--- src/rtl/coeff_replay_fifo.sv ---
// Replayable coefficient buffer: a host load is closed by a start token,
// then streamed out with one-cycle read latency, with optional looping and rewind.
module coeff_replay_fifo #(
  parameter int                 DATA_W      = 32,
  parameter int                 ADDR_W      = 5,
  parameter logic [DATA_W-1:0]  START_TOKEN = DATA_W'(32'h7F90_0000)
) (
  input  logic              clk_i,
  input  logic              rstn_i,
  input  logic              wr_en_i,
  input  logic [DATA_W-1:0] data_i,
  input  logic              rd_en_i,
  input  logic              redo_i,
  input  logic              clear_i,
  input  logic              loop_i,
  output logic              full_o,
  output logic              empty_o,
  output logic              armed_o,
  output logic [ADDR_W:0]   count_o,
  output logic [ADDR_W-1:0] wr_ptr_o,
  output logic [DATA_W-1:0] data_o,
  output logic              data_valid_o,
  output logic              last_o,
  output logic              wr_err_o
);

  localparam int DEPTH = 2 ** ADDR_W;
  localparam logic [ADDR_W:0] DEPTH_L = (ADDR_W + 1)'(DEPTH);

  typedef enum logic [1:0] {
    S_IDLE,
    S_LOAD,
    S_READY
  } state_t;

  state_t            state_q, state_d;
  logic [ADDR_W:0]   len_q, len_d;
  logic [ADDR_W:0]   rd_q, rd_d;
  logic              err_d;
  logic              rd_fire;
  logic              wr_fire;
  logic              last_hit;
  logic              is_tok;
  logic              ready;
  logic [DATA_W-1:0] mem [DEPTH];

  assign is_tok   = (data_i == START_TOKEN);
  assign ready    = (state_q == S_READY);
  assign last_hit = (rd_q == len_q - 1'b1);

  always_comb begin
    state_d = state_q;
    len_d   = len_q;
    rd_d    = rd_q;
    err_d   = 1'b0;
    rd_fire = 1'b0;
    wr_fire = 1'b0;
    if (clear_i) begin
      state_d = S_IDLE;
      len_d   = '0;
      rd_d    = '0;
    end else begin
      if (ready && redo_i) begin
        rd_d = '0;
      end else if (ready && rd_en_i && (rd_q < len_q)) begin
        rd_fire = 1'b1;
        rd_d    = (last_hit && loop_i) ? '0 : rd_q + 1'b1;
      end
      // Tokens only arm a non-empty, unarmed load; never stored.
      if (wr_en_i) begin
        if (is_tok) begin
          if (state_q == S_LOAD) begin
            state_d = S_READY;
            rd_d    = '0;
          end else begin
            err_d = 1'b1;
          end
        end else if (!ready && (len_q != DEPTH_L)) begin
          wr_fire = 1'b1;
          len_d   = len_q + 1'b1;
          state_d = S_LOAD;
        end else begin
          err_d = 1'b1;
        end
      end
    end
  end

  always_ff @(posedge clk_i or negedge rstn_i) begin
    if (!rstn_i) begin
      state_q      <= S_IDLE;
      len_q        <= '0;
      rd_q         <= '0;
      data_o       <= '0;
      data_valid_o <= 1'b0;
      last_o       <= 1'b0;
      wr_err_o     <= 1'b0;
    end else begin
      state_q      <= state_d;
      len_q        <= len_d;
      rd_q         <= rd_d;
      data_valid_o <= rd_fire;
      last_o       <= rd_fire & last_hit;
      wr_err_o     <= err_d;
      if (clear_i) begin
        data_o <= '0;
      end else if (rd_fire) begin
        data_o <= mem[rd_q[ADDR_W-1:0]];
      end
    end
  end

  always_ff @(posedge clk_i) begin
    if (wr_fire) begin
      mem[len_q[ADDR_W-1:0]] <= data_i;
    end
  end

  assign full_o   = (len_q == DEPTH_L);
  assign armed_o  = ready;
  assign empty_o  = !ready || (rd_q == len_q);
  assign count_o  = ready ? (len_q - rd_q) : len_q;
  assign wr_ptr_o = len_q[ADDR_W-1:0];

endmodule
--- config.mk ---
export PLATFORM = sky130hd
export DESIGN_NAME = coeff_replay_fifo
export DESIGN_NICKNAME = d
export VERILOG_FILES = /design/src/rtl/coeff_replay_fifo.sv
export SDC_FILE = /design/constraint.sdc
export NUM_CORES = 1
export LEC_CHECK = 0
export ABC_AREA = 0
export BUFFER_PORTS_ARGS = -buffer_cell sky130_fd_sc_hd__buf_4
export CAP_MARGIN = 30
export CORE_MARGIN = 2
export CORE_UTILIZATION = 62
export CTS_CLUSTER_SIZE = 40
export DETAILED_ROUTE_END_ITERATION = 8
export PLACE_DENSITY = 0.79
export SLEW_MARGIN = 20
export SYNTH_ARGS = -nofsm -noshare
export SYNTH_HDL_FRONTEND = slang
export SYNTH_SLANG_ARGS = --single-unit
--- constraint.sdc ---
create_clock -name clk_i -period 4.5 [get_ports clk_i]
set_input_delay 0.9 -clock clk_i [delete_from_list [all_inputs] [get_ports clk_i]]
set_output_delay 0.9 -clock clk_i [all_outputs]
set_load 0.1 [all_outputs]
# --- After elaboration in Yosys (flattened, before gate mapping) ---
# Memory sizes are Yosys's and may differ from the RTL's.
# Index checks and enable logic that the tools add are counted.
word_totals:
  ff_bits: 49
  latch_bits: 0
  mem_bits_rw: 1024
  rom_bits: 0
  in_bits: 39
  output_inout_bits: 49
  word_cells: 69
  n_memories: 1
memory_table:
  columns: ["name", "depth", "width", "rd", "rd_clocked_by_memory_dff", "wr", "line", "rtl"]
  rows:
  - ["mem", 32, 32, 1, 0, 1, "45", "logic [DATA_W-1:0] mem [DEPTH];"]
classes:
  n_addsub: 4
  n_mul: 0
  div_mod_pow: 0
  order_cmp: 1
  eq_ne: 9
  n_shift: 0
  muxes: 33
  bitwise_logic: 1
  n_reduce_logical: 13
ops:
  columns: ["op", "count"]
  rows:
  - ["$mux W6", 12]
  - ["$mux W32", 2]
  - ["$eq A32 B31 Y1 const B", 1]
  - ["$mux W1", 14]
  - ["$add A6 B1 Y6 const B", 2]
  - ["$eq A6 B6 Y1", 2]
  - ["$mux W2", 5]
  - ["$eq A6 B6 Y1 const B", 1]
  - ["$lt A6 B6 Y1", 1]
  - ["$ne A6 B6 Y1 const B", 1]
  - ["$reduce_and A3 Y1", 2]
  - ["$reduce_bool A2 Y1", 3]
  - ["$sub A6 B1 Y6 const B", 1]
  - ["$sub A6 B6 Y6", 1]
  - ["$logic_and A1 B1 Y1", 5]
  - ["$ne A3 B2 Y1 const B", 1]
  - ["$reduce_bool A3 Y1", 1]
  - ["$eq A2 B1 Y1 const B", 1]
  - ["$eq A2 B2 Y1 const B", 1]
  - ["$ne A2 B2 Y1 const B", 1]
  - ["$and A1 B1 Y1", 1]
  - ["$logic_not A1 Y1", 1]
  - ["$logic_or A1 B1 Y1", 1]

# --- Depth between registers and ports, before layout ---
# Gate-level depths: netlist of the first run.
depth:
  depth_word: 10
  depth_mapped: 14
  depth_no_buf: 9

# --- Least setup slack after synthesis of the first run ---
# Ideal clock, no wire load.
synth_path:
  path_type: "flip-flop to output port"
  from: "reg len_q[5]"
  to: "out count_o[5]"
  arrival_ns: 4.309
  t_required_ns: 3.600
  path_slack_ns: -0.709
  stages_incl_launch_ff: 3
  path_buffers: 0
  cell_sequence: "dfrtp_1 -> ha_1 -> o311ai_0"
synth_via:
  elab_chain_len: 2
synth_lines:
  columns: ["element", "line", "rtl"]
  rows:
  - ["start: declaration", "37", "logic [ADDR_W:0] len_q, len_d;"]
  - ["start signal: assignment", "100", "len_q <= len_d;"]
  - ["$sub A6 B6 Y6", "122", "assign count_o = ready ? (len_q - rd_q) : len_q;"]
  - ["$mux W6 (*)", "122", null]
  - ["end: declaration", "19", "output logic [ADDR_W:0] count_o,"]
# Every way passes the cells marked *; elsewhere a longest branch is shown, timed or not.

# --- Final worst setup path of the first run ---
layout_path:
  from: "reg rd_q[1]"
  to: "out count_o[5]"
layout_via:
  elab_chain_len: 2
layout_lines:
  columns: ["element", "line", "rtl"]
  rows:
  - ["start: declaration", "38", "logic [ADDR_W:0] rd_q, rd_d;"]
  - ["start signal: assignment", "101", "rd_q <= rd_d;"]
  - ["$sub A6 B6 Y6", "122", null]
  - ["$mux W6", "122", null]
# No other way between the ends.

==> results of run 1 <==
-- kinds of logic (layout without fill, tap and decap cells) --
group / Yosys count / in the layout / synth area share (%)
flip-flops: 1073 / 1073 / 77.0
multiplexers: 321 / 321 / 16.4
AND/OR/NAND/NOR: 224 / 224 / 2.61
buffers and inverters: 123 / 376 / 1.37
AO/OA/AOI/OAI: 98 / 98 / 1.81
XOR/XNOR: 17 / 17 / 0.359
adder cells (fa/ha/maj): 12 / 12 / 0.380
other: 0 / 2 / 0
-- state kept, by name, indices dropped and copies added, names as in the netlist --
name / cells
data_o: 32
data_valid_o: 1
last_o: 1
len_q: 6
mem: 1024
rd_q: 6
state_q: 2
wr_err_o: 1
-- power by group through the flow --
stage	clock, mW	sequential [mW]	combinational, mW
6_report	8.61	11.0	0.376
5_1_grt	9.01	11.0	0.398
4_1_cts	8.64	11.0	0.366
3_5_place_dp	0	11.2	0.361
3_3_place_gp	0	11.2	0.341
2_1_floorplan	0	11.2	0.114
-- cells in the mapped netlist (all sizes together) (2+ instances only) --
| cell type | instances | area, sq um |
|---|---|---|
| mux2i | 33 | 330 |
| nor2 | 55 | 206 |
| mux4 | 288 | 6490 |
| nor3 | 5 | 25.0 |
| nand2 | 78 | 293 |
| nand2b | 2 | 12.5 |
| inv | 15 | 56.3 |
| clkbuf | 50 | 188 |
| edfxtp | 1024 | 30700 |
| xnor2 | 10 | 87.6 |
| nand3b | 7 | 52.6 |
| a211oi | 21 | 158 |
| nor4 | 5 | 31.3 |
| or3b | 2 | 17.5 |
| nor4b | 3 | 26.3 |
| xor2 | 7 | 61.3 |
| and3 | 35 | 219 |
| a21o | 3 | 22.5 |
| buf | 58 | 324 |
| ha | 11 | 138 |
| o211ai | 3 | 22.5 |
| a21oi | 19 | 95.1 |
| nand3 | 6 | 30.0 |
| dfrtp | 49 | 1230 |
| o21ai | 10 | 50.0 |
| a221o | 32 | 320 |
| a31oi | 2 | 12.5 |
| nand4 | 5 | 31.3 |
| or3 | 2 | 12.5 |
| nor2b | 15 | 93.8 |
-- area by class of cell --
| class | count | share of cell area, % |
|---|---|---|
| Sequential cell | 1073 | 67.9 |
| Inverter | 15 | 0.130 |
| Clock buffer | 144 | 5.99 |
| Clock inverter | 47 | 1.07 |
| Antenna cell | 2 | 0.0106 |
| Timing Repair Buffer | 170 | 3.02 |
| Multi-Input combinational cell | 672 | 19.6 |
| Tap cell | 864 | 2.30 |
-- cell usage in the layout, fill, tap and decap left out, types with 9 or more instances in the layout --
cell type / n
buf_4: 159
ha_1: 11
buf_12: 10
bufinv_16: 9
clkinv_1: 14
mux4_2: 288
nor2_4: 33
a21oi_1: 19
edfxtp_1: 1024
xnor2_1: 10
inv_1: 14
clkbuf_1: 33
and3_1: 35
clkinv_2: 17
dfrtp_1: 45
mux2i_1: 33
a211oi_1: 21
a221o_1: 32
clkbuf_16: 104
nand2_1: 78
nor2_1: 22
nor2b_1: 15
-- through the flow --
| stage | worst slack, ns | std cells | utilization [%] |
|---|---|---|---|
| after floorplan | 0.227 | 1868 | - |
| after global placement | 1.06 | 2793 | 66.3 |
| after detailed placement | 0.987 | 2793 | 66.3 |
| after CTS | 0.345 | 2984 | 71.3 |
| after global routing | 0.192 | 2987 | 71.4 |
| final | 0.326 | 2987 | 71.4 |
-- metal layers --
metal / GRT usage (%) / vias up / routed length, microns
li1: - / 8177 / -
met1: 42.2 / 11131 / 36000
met2: 50.7 / 1833 / 53000
met3: 6.51 / 300 / 12900
met4: 13.9 / 2 / 4380
met5: 0 / - / 13
-- path summary, 6_finish.rpt --
path	depth (start not counted)	slack [ns]	startpoint	endpoint
hold / removal	1	0.14	rstn_i	data_o[19]
setup reg to reg	9	0.82	state_q[0]	mem[2][3]
max in group asynchronous	2	3.76	rstn_i	rd_q[0]
setup / recovery	9	0.33	rd_q[1]	count_o[5]
min in group clk_i	2	0.44	redo_i	data_valid_o
hold reg to reg	1	0.52	data_o[10]	data_o[10]
==> impl_metrics.csv, run 1 <==
group,metric,value,unit
hold_path,hp-class,"in -> async",
worst_setup_path,crit_path_max_incr_delay,0.75,ns
synthesis,synth_cells,1868,
worst_setup_path,crit_path_frequent_cell,"o21ai_0",
power_and_ir_drop,comb_power_share,1.9,%
clock_tree,clk_pin_slew,0.07,ns
floorplan,dieArea,69000,sq um
grt,grt_pass1_wl,154,mm
synthesis,syn_avg_cell_area,22.2,sq um
power_and_ir_drop,power_density,424,nW/um^2
floorplan,num_io_pins,88,
final_layout,final_area,47100,sq um
final_layout,seqCellArea,32000,sq um
power_and_ir_drop,finalPower,20.0,mW
timing,hold_ws,0.135,ns
timing,worst_slew_pin_slew,0.960,ns
synthesis,ys_ff_latch,1073,
clock_tree,clock_sinks,1073,
clock_tree,cts-resized-gates,0,
timing,finClkSkew,0.0315,ns
floorplan,die_x,263,microns
clock_tree,htree_num_levels,3,
timing,fmax,240,MHz
synthesis,synth_edf_count,1024,
worst_setup_path,cp-end-kind,"primary output",
synthesis,postSynth.asyncResetShare,4.57,%
worst_setup_path,startpoint_type,"flip-flop",
floorplan,row_count,94,
timing,fin_setup_tns,0,ns
timing,fin_crit,4.17,ns
detailed_routing,avgRoutedWirePerCell,35.6,microns
synthesis,synth-seq-area-share,77.0,%
timing,max_slew_margin,35.9,%
detailed_routing,drt_iter0_drc,3265,
detailed_routing,drcViolationCount,0,
worst_setup_path,crit_path_top_delay_cell,"dfrtp_4",
clock_tree,postCtsSetupBuffers,0,
synthesis,synth_cell_types,48,
placement,postPlaceCellArea,43700,sq um
detailed_routing,routed_via_density,7.18,
worst_setup_path,cp_cell_sequence,"inv_1, ha_1, nor2b_1, o21ai_0, a21boi_0, o21ai_0, mux2i_1, o311ai_1, buf_4",
placement,port_buffers,87,
power_and_ir_drop,p_leak,15.1,nW
synthesis,yosysWarnings,0,
worst_setup_path,crit_family,"compound AO/OA/AOI/OAI gates",
power_and_ir_drop,p_clk_share,43.1,%
final_layout,drive_gt1_share,30.4,%
final_layout,multi_input_area,9220,sq um
placement,gp_congestion,0.914,
worst_setup_path,worstPathMaxFanout,30,
placement,dp_hpwl,52.7,mm
flow_run,timing.max_cap.violations,0,
clock_tree,cts-hold-fix-buffers,0,
detailed_routing,drtAntennaViolNets,0,
synthesis,synth_nets,1919,
power_and_ir_drop,swShare,20.1,%
clock_tree,clockBufferDepth,3,
floorplan,start_util,62.9,%
power_and_ir_drop,pwr-share-seq,55.0,%
floorplan,core_area,66000,sq um
floorplan,die_height,263,microns
detailed_routing,drtPass1Iterations,5,
timing,finalCritPeriodShare,92.8,%
clock_tree,tritoncts,"yes",
timing,finalSetupViolCount,0,
detailed_routing,totalWireLength,106,mm
power_and_ir_drop,switchingPower,4.01,mW
synthesis,synthFlopType,"edfxtp_1",
grt,antenna_found_initial,3,
detailed_routing,vias,21443,
synthesis,syn_area,41500,sq um
timing,drv_slew,0,
final_layout,fill_cells,3514,
status,outcome,"finished clean",
worst_setup_path,critical_path_buf_inv_count,2,
worst_setup_path,path_class,"reg -> out",
grt,grt_pass1_vias,22113,
final_layout,nets,2086,
clock_tree,cts_root_buf,"clkbuf_16",
clock_tree,clkLatencyLatePin,0.68,ns
clock_tree,cts_buffers,103,
timing,rsz0062_at_grt,"false",
grt,overflow,0,
power_and_ir_drop,peakVddDrop,0.378,mV
worst_setup_path,crit_required,3.60,ns
final_layout,syn_to_final_growth,13.5,%
grt,track_usage,31.4,%
power_and_ir_drop,p_int,16.0,mW
worst_setup_path,worstPathArrival,3.27,ns
grt,grt_max_degree,133,
timing,finalHoldViolations,0,
Note: power is estimated with default switching activity, not from simulation.
==> run 2, diff against run 1 <==
--- a/config.mk
+++ b/config.mk
@@ -8,6 +8,7 @@
 export ABC_AREA = 0
 export BUFFER_PORTS_ARGS = -buffer_cell sky130_fd_sc_hd__buf_4
 export CAP_MARGIN = 30
+export CORE_ASPECT_RATIO = 0.8
 export CORE_MARGIN = 2
 export CORE_UTILIZATION = 62
 export CTS_CLUSTER_SIZE = 40
==> impl_metrics.csv, run 2 (same netlist as run 1, synthesis figures left out) <==
group,metric,value,unit
clock_tree,cts-hold-fix-buffers,0,
detailed_routing,drcViolationCount,0,
power_and_ir_drop,peakVddDrop,0.343,mV
worst_setup_path,crit_cells,9,
floorplan,num_io_pins,88,
timing,worst_slew_pin_slew,0.955,ns
floorplan,row_count,84,
grt,track_usage,30.0,%
timing,drv_slew,0,
timing,fin_crit,4.19,ns
grt,grt_pass1_vias,21263,
placement,postPlaceCellArea,43800,sq um
detailed_routing,totalWireLength,101,mm
clock_tree,cts-resized-gates,0,
clock_tree,clkLatencyLatePin,0.67,ns
grt,grt_max_degree,125,
grt,overflow,0,
timing,finalCritPeriodShare,93.0,%
detailed_routing,drt_iter0_drc,3149,
placement,dp_hpwl,54.2,mm
detailed_routing,avgRoutedWirePerCell,33.9,microns
worst_setup_path,path_class,"reg -> out",
final_layout,largest_register_ffs,1024,
worst_setup_path,crit_path_frequent_cell,"o21ai_0",
clock_tree,clockBufferDepth,3,
detailed_routing,drtPass1Iterations,5,
timing,fmax,239,MHz
timing,max_slew_margin,36.3,%
clock_tree,htree_num_levels,3,
detailed_routing,routed_via_density,7.03,
worst_setup_path,cp-endpoint,"count_o[5]",
final_layout,final_area,47100,sq um
worst_setup_path,crit_family,"compound AO/OA/AOI/OAI gates",
timing,finalHoldViolations,0,
worst_setup_path,crit-reg2reg-capture,"mem[29][30]",
status,outcome,"finished clean",
final_layout,final_common_cell,"edfxtp_1",
worst_setup_path,cp_cell_sequence,"inv_1, ha_1, nor2b_1, o21ai_0, a21boi_0, o21ai_0, mux2i_1, o311ai_1, buf_4",
grt,antenna_found_initial,2,
clock_tree,postCtsSetupBuffers,0,
grt,grt_pass1_wl,147,mm
worst_setup_path,critPathLaunch,"rd_q[1]",
flow_run,timing.max_cap.violations,0,
worst_setup_path,crit_required,3.60,ns
final_layout,syn_to_final_growth,13.5,%
clock_tree,clock_sinks,1073,
worst_setup_path,worstPathArrival,3.29,ns
worst_setup_path,worstPathMaxFanout,26,
placement,port_buffers,87,
hold_path,hp-class,"in -> async",
detailed_routing,vias,20914,
timing,rsz0062_at_grt,"false",
power_and_ir_drop,power_density,420,nW/um^2
placement,gp_congestion,0.890,
final_layout,nets,2083,
detailed_routing,drtAntennaViolNets,0,
timing,finClkSkew,0.0265,ns
floorplan,start_util,62.9,%
floorplan,dieArea,69000,sq um
worst_setup_path,startpoint_type,"flip-flop",
worst_setup_path,reg2reg_slack,0.42,ns
worst_setup_path,crit_path_max_incr_delay,0.72,ns
worst_setup_path,cp-end-kind,"primary output",
worst_setup_path,critical_path_buf_inv_count,2,
final_layout,final_cell_mix,"edfxtp_1 (1024), mux4_2 (288), buf_4 (155)",
worst_setup_path,crit_path_top_delay_cell,"dfrtp_4",
clock_tree,tritoncts,"yes",
power_and_ir_drop,p_leak,15.1,nW
worst_setup_path,worstReg2RegStart,"state_q[0]",
worst_setup_path,r2r_cells,9,
final_layout,drive_gt1_share,30.8,%
timing,fin_setup_tns,0,ns
clock_tree,cts_root_buf,"clkbuf_16",
clock_tree,cts_buffers,98,
clock_tree,clk_pin_slew,0.07,ns
floorplan,die_x,293,microns
floorplan,die_height,235,microns
timing,finalSetupViolCount,0,
floorplan,core_area,66000,sq um
[run 2: cell type report]
cell class              instances  area (sq um)
multi-input cells             672          9220
repair buffers                172          1500
fillers                      3613         18900
inverters                      15          61.3
clock inverters                51           571
clock buffers                 132          2670
well taps                     860          1080
flip-flops and latches       1073         32000
diodes                          2          5.00
[run 2: per-stage QoR]
step / total power, mW / hold slack (ns) / worst slack [ns] / std cells / utilization [%]
5_1_grt: 20.2 / 0.362 / 0.117 / 2976 / 71.3
3_5_place_dp: 11.6 / 0.524 / 0.706 / 2792 / 66.4
6_report: 19.8 / 0.342 / 0.314 / 2977 / 71.3
4_1_cts: 19.8 / 0.326 / 0.382 / 2975 / 71.3
3_3_place_gp: 11.5 / 0.527 / 0.860 / 2792 / 66.4
2_1_floorplan: 11.3 / 0.517 / 0.227 / 1868 / -
[run 2: power breakdown]
group	leakage (nW)	switching, mW	internal, mW
logic	3.60	0.291	0.0822
registers	9.89	0.0129	11.0
clock network	1.60	3.59	4.82
[run 2: worst reg2reg max path: stages (launching register included)]
cell,delay (ns)
dfrtp_1,0.43
nand2b_1,0.51
inv_1,0.21
a311oi_1,0.69
buf_4,0.24
o41a_1,0.46
nand3b_1,0.19
buf_4,0.26
nor2_4,0.48
buf_4,0.31
[run 2: metal layers]
layer / routed length, microns / GRT usage (%) / part of all wire [%]
met3: 12600 / 7.08 / 13
met5: 0 / 0 / 0
met1: 36800 / 43.5 / 36
met4: 3490 / 9.86 / 3.5
met2: 48100 / 46.2 / 48
[run 2: worst min-delay path by stage]
stage	endpoint	slack (ns)
after floorplan	state_q[1]	0.52
after global placement	data_o[24]	0.53
after detailed placement	data_o[29]	0.52
after CTS	data_o[29]	0.33
after global routing	data_o[30]	0.36
final	data_o[30]	0.34
